===== src/rtl/enc16to4_req_pkg.sv =====
// rtl/enc16to4_req_pkg.sv - shared constants, state encoding and index decode for enc16to4_req
package enc16to4_req_pkg;

  localparam int N_REQ = 16;
  localparam int IDX_W = 4;

  typedef enum logic {
    IDLE    = 1'b0,
    PRESENT = 1'b1
  } state_e;

  // 4-to-16 decode of an index, used to build the clear mask
  function automatic logic [N_REQ-1:0] onehot(input logic [IDX_W-1:0] i);
    logic [N_REQ-1:0] m;
    m    = '0;
    m[i] = 1'b1;
    return m;
  endfunction

endpackage


===== src/rtl/enc16to4_req_prio_enc16.sv =====
// rtl/enc16to4_req_prio_enc16.sv - combinational 16-bit highest-set-bit priority encoder
module prio_enc16
  import enc16to4_req_pkg::*;
(
  input  logic [N_REQ-1:0] vec,
  output logic [IDX_W-1:0] idx,
  output logic             nz
);

  // Ascending scan: the last (highest) set bit overwrites lower ones
  always_comb begin
    idx = '0;
    nz  = |vec;
    for (int i = 0; i < N_REQ; i++) begin
      if (vec[i]) idx = IDX_W'(i);
    end
  end

endmodule


===== src/rtl/enc16to4_req.sv =====
// rtl/enc16to4_req.sv - registered 16-to-4 priority request encoder with valid/ready output
module enc16to4_req
  import enc16to4_req_pkg::*;
(
  input  logic             clock,
  input  logic             reset,
  input  logic             en,
  input  logic [N_REQ-1:0] req,
  input  logic             out_ready,
  output logic             out_valid,
  output logic [IDX_W-1:0] idx,
  output logic [N_REQ-1:0] pending,
  output logic             any
);

  state_e           state_q, state_d;
  logic [N_REQ-1:0] pending_q, pending_d;
  logic [IDX_W-1:0] idx_q, idx_d;
  logic             out_valid_q, out_valid_d;

  logic [N_REQ-1:0] sel_mask;
  logic [N_REQ-1:0] clr_mask;
  logic [N_REQ-1:0] rem;
  logic [IDX_W-1:0] pend_idx, rem_idx;
  logic             pend_nz, rem_nz;
  logic             accept;

  assign accept   = out_valid_q & out_ready;
  assign sel_mask = onehot(idx_q);
  assign clr_mask = accept ? sel_mask : '0;
  // Remainder uses the registered pending only; same-cycle requests wait a selection
  assign rem      = pending_q & ~sel_mask;

  prio_enc16 u_prio_pend (
    .vec (pending_q),
    .idx (pend_idx),
    .nz  (pend_nz)
  );

  prio_enc16 u_prio_rem (
    .vec (rem),
    .idx (rem_idx),
    .nz  (rem_nz)
  );

  always_comb begin
    state_d     = state_q;
    idx_d       = idx_q;
    out_valid_d = out_valid_q;
    // Set is OR-ed after the clear so a re-raised request survives
    pending_d   = (pending_q & ~clr_mask) | (en ? req : '0);

    unique case (state_q)
      IDLE: begin
        if (pend_nz) begin
          idx_d       = pend_idx;
          out_valid_d = 1'b1;
          state_d     = PRESENT;
        end
      end
      PRESENT: begin
        if (accept) begin
          if (rem_nz) begin
            idx_d = rem_idx;
          end else begin
            out_valid_d = 1'b0;
            state_d     = IDLE;
          end
        end
      end
      default: begin
        state_d     = IDLE;
        out_valid_d = 1'b0;
      end
    endcase
  end

  always_ff @(posedge clock) begin
    if (reset) begin
      state_q     <= IDLE;
      pending_q   <= '0;
      idx_q       <= '0;
      out_valid_q <= 1'b0;
    end else begin
      state_q     <= state_d;
      pending_q   <= pending_d;
      idx_q       <= idx_d;
      out_valid_q <= out_valid_d;
    end
  end

  assign out_valid = out_valid_q;
  assign idx       = idx_q;
  assign pending   = pending_q;
  assign any       = |pending_q;

endmodule


===== config.mk =====
export PLATFORM = sky130hd
export DESIGN_NAME = enc16to4_req
export DESIGN_NICKNAME = d
export VERILOG_FILES = /design/src/rtl/enc16to4_req_pkg.sv /design/src/rtl/enc16to4_req_prio_enc16.sv /design/src/rtl/enc16to4_req.sv
export SDC_FILE = /design/constraint.sdc
export NUM_CORES = 1
export LEC_CHECK = 0
export CORE_UTILIZATION = 40
export DETAILED_ROUTE_END_ITERATION = 10
export PLACE_DENSITY = 0.72
export SETUP_SLACK_MARGIN = 0.3
export SLEW_MARGIN = 20
export SYNTH_ARGS = -nofsm -noshare
export SYNTH_HDL_FRONTEND = slang
export SYNTH_SLANG_ARGS = --single-unit

===== constraint.sdc =====
create_clock -name clock -period 1.84 [get_ports clock]
set_clock_uncertainty 0.2 [all_clocks]
set_input_delay 0.368 -clock clock [delete_from_list [all_inputs] [get_ports clock]]
set_output_delay 0.368 -clock clock [all_outputs]
set_load 0.02 [all_outputs]

==> run_results.csv, run 1 <==
group,metric,value,unit
logic_synthesis,ys_seq_elements,22,
setup_path,worstPathCellList,"mux2_4, o32a_4, nor4_4, buf_4, a21boi_4, o211ai_1, a21oi_2",
detailed_routing,drtPass1Iterations,6,
pwr,finalPower,2.07,mW
pwr,clkPwrFrac,15.6,%
clock_tree,clk_pin_slew,0.09,ns
setup_path,r2r-start,"idx[0]$_SDFFE_PP0P_",
setup_path,crit_type,"flop to flop",
logic_synthesis,yosys-top-cells-area,"dfxtp_1, a21oi_1, o21ai_0",
detailed_routing,routed_wl,7.14,mm
clock_tree,clockBufferDepth,2,
logic_synthesis,synth_edf_count,0,
global_route,grt_max_degree,18,
pwr,power_density,698,nW/um^2
final_layout,mostFrequentLayoutCell,"buf_4",
floorplan,io-pin-count,42,
timing,rsz0062_at_grt,"yes",
clock_tree,cts_buffers,3,
placement,hpwl,4.43,mm
timing,fmax,469,MHz
logic_synthesis,ys_warn_count,0,
pwr,p_switching,0.797,mW
clock_tree,cts.sinks,22,
setup_path,critPathLaunchType,"flop",
timing,drv_slew,0,
logic_synthesis,yosysTopAreaCellShare,27.8,%
pwr,pwr-share-seq,28.7,%
logic_synthesis,synth-async-reset-ratio,0,%
logic_synthesis,synth_nets,235,
pwr,ir_drop,0.000489,V
timing,fin_crit,2.13,ns
placement,io_buffers,41,
logic_synthesis,synthCells,215,
flow_run,max-cap-violations,0,
setup_path,reg2reg_depth,7,
detailed_routing,drc,0,
setup_path,r2r-end,"idx[1]$_SDFFE_PP0P_",
global_route,grt-ovfl-total,0,
global_route,antenna_found_initial,0,
pwr,p_comb_share,55.7,%
setup_path,slowest_delay,0.42,ns
clock_tree,clk_latency,0.27,ns
logic_synthesis,yosys.area.top_type,"dfxtp_1",
timing,setup_viol_count_final,7,
setup_path,arrival,2.08,ns
logic_synthesis,netlist_area,1590,sq um
floorplan,core,3740,sq um
timing,worst_slack,-0.291,ns
setup_path,crit_family,"compound AO/OA/AOI/OAI gates",
global_route,grt_pass1_vias,1940,
clock_tree,cts_tree,"done",
floorplan,dieArea,4220,sq um
detailed_routing,wl_per_cell,18.9,um
setup_path,path_depth,7,
placement,placed_area,2510,sq um
setup_path,critical_path_required,1.79,ns
run_status,status,"finished, violations left",
setup_path,end_kind,"flop",
final_layout,num-nets-final,351,
logic_synthesis,synth_flop_cell,"dfxtp_1",
floorplan,dieHeight,65.0,um
hold_path,holdCritStartpoint,"out_ready",
timing,min_period_over_period,116,%
detailed_routing,via_per_inst,6.07,
detailed_routing,drt_iter0_drc,287,
logic_synthesis,yosysSeqAreaShare,27.8,%
setup_path,crit_slowest_cell,"dfxtp_4",
setup_path,critPathMaxFanout,7,
final_layout,fin_area,2960,sq um
global_route,grt_pass1_wl,9.74,mm
floorplan,start_util,42.4,%
hold_path,min_to,"out_valid$_SDFFE_PP0P_",
floorplan,rows,22,
floorplan,fp.dieW,65.0,um
hold_path,whs_path_depth,4,
timing,worst_slew_pin_slew,0.436,ns
pwr,p_int,1.27,mW
clock_tree,root_buffer,"clkbuf_8",
logic_synthesis,ys_types,49,
final_layout,drive_gt1_share,53.0,%
clock_tree,htree_levels,1,
timing,slew_headroom,70.2,%
setup_path,critical_path_buf_inv_count,1,
timing,hold_viol_final,0,
run_status,violations,"setup timing",
logic_synthesis,synth_area_per_cell,7.38,sq um
setup_path,rrSetupSlack,-0.29,ns
detailed_routing,via_count,2296,
hold_path,hold_class,"input port to flop",
detailed_routing,detail-route-antenna-nets,0,
pwr,leakage,1.26,nW
final_layout,mostFrequentLayoutCells,"buf_4, a21oi_1, buf_6, nand2_1, clkdlybuf4s50_1",
pwr,switching_share,38.6,%
placement,place_congestion,0.909,
final_layout,antenna_cells,0,
final_layout,area_growth,86.5,%
global_route,track_usage,30.1,%
-- what timing repair did --
item | CTS | global route
gates resized for setup | 136 | 56
buffers inserted | 10 | 13
hold buffers | 0 | 0
setup endpoints to repair | 44 | 34
pin swaps | 15 | 14
-- synth_stat cells, types with 2 or more instances --
master,number
a31oi_1,2
nand4_1,2
o31ai_1,2
o221ai_1,2
nor3_1,4
o32ai_1,2
nand4b_1,2
dfxtp_1,22
mux2_2,4
nand2b_1,6
mux2i_1,5
nand3_1,9
nor2_1,18
buf_2,3
o21ai_0,23
nand2_1,21
o211ai_1,3
o22ai_1,3
buf_6,2
inv_1,5
a211oi_1,3
nor2b_1,3
clkbuf_1,8
or3b_2,2
nor4_1,2
a21oi_1,34
-- sequential cells by signal, summed over array words and instances (netlist names) --
| signal | count |
|---|---|
| state_q | 1 |
| pending | 16 |
| out_valid | 1 |
| idx | 4 |
-- worst min-delay path: cells and delay by family --
family | cells | cell delay, ns
compound gates | 1 | 0.06
simple gates | 2 | 0.19
buf+inv | 1 | 0.15
-- per-stage QoR --
stage / hold slack (ns) / setup WS [ns] / instances / utilization [%] / setup TNS (ns)
after global placement: 0.341 / -0.248 / 351 / 67.0 / -2.27
after detailed placement: 0.355 / -0.335 / 351 / 67.0 / -2.69
after global routing: 0.372 / -0.335 / 378 / 79.0 / -2.10
after floorplan: 0.230 / -0.145 / 215 / - / -0.634
after CTS: 0.390 / -0.233 / 365 / 72.0 / -1.22
final: 0.336 / -0.291 / 378 / 79.0 / -1.77
-- kinds of logic (layout without fill, tap and decap cells) --
| group | Yosys count | in the layout | share of synthesized area (%) |
|---|---|---|---|
| buffers and inverters | 19 | 134 | 5.91 |
| AO/OA/AOI/OAI | 86 | 86 | 33.9 |
| flip-flops | 22 | 22 | 27.8 |
| AND/OR/NAND/NOR | 79 | 79 | 26.4 |
| multiplexers | 9 | 9 | 5.99 |
-- per-layer routing --
metal | up-vias | routed length [um] | GRT usage (%)
li1 | 1038 | - | -
met1 | 1066 | 2720 | 39.6
met2 | 169 | 3590 | 52.2
met3 | 23 | 691 | 4.05
met4 | 0 | 140 | 5.56
met5 | - | 0 | 0
-- power by group through the flow --
stage | Clock [mW] | Sequential [mW] | Combinational, mW
global route | 0.336 | 0.597 | 1.20
finish | 0.323 | 0.592 | 1.15
detailed placement | 0 | 0.597 | 0.853
global placement | 0 | 0.593 | 0.839
CTS | 0.318 | 0.580 | 0.943
floorplan | 0 | 0.638 | 0.419
-- final cells by class --
class	count	area (sq um)
clock buffers	3	41.3
clock inverters	1	3.75
fillers	255	785
inverters	5	18.8
multi-input cells	174	1290
flip-flops and latches	22	478
well taps	48	60.1
repair buffers	125	1060
-- worst max-delay path by stage --
stage	startpoint	end	slack (ns)
after floorplan	pending[11]$_SDFF_PP0_	idx[2]$_SDFFE_PP0P_	-0.15
after global placement	idx[0]$_SDFFE_PP0P_	idx[1]$_SDFFE_PP0P_	-0.25
after detailed placement	idx[0]$_SDFFE_PP0P_	idx[1]$_SDFFE_PP0P_	-0.34
after CTS	pending[5]$_SDFF_PP0_	idx[1]$_SDFFE_PP0P_	-0.23
after global routing	idx[0]$_SDFFE_PP0P_	idx[1]$_SDFFE_PP0P_	-0.33
final	idx[0]$_SDFFE_PP0P_	idx[1]$_SDFFE_PP0P_	-0.29
Note: power is estimated with default switching activity, not from simulation.
==> run 2, diff against run 1 <==
--- a/config.mk
+++ b/config.mk
@@ -9,7 +9,7 @@
 export DETAILED_ROUTE_END_ITERATION = 10
 export PLACE_DENSITY = 0.72
 export SETUP_SLACK_MARGIN = 0.3
-export SLEW_MARGIN = 20
+export SLEW_MARGIN = 0
 export SYNTH_ARGS = -nofsm -noshare
 export SYNTH_HDL_FRONTEND = slang
 export SYNTH_SLANG_ARGS = --single-unit
==> results of run 2 <==
No change in the layout: final DEF, timing and power equal those of run 1.
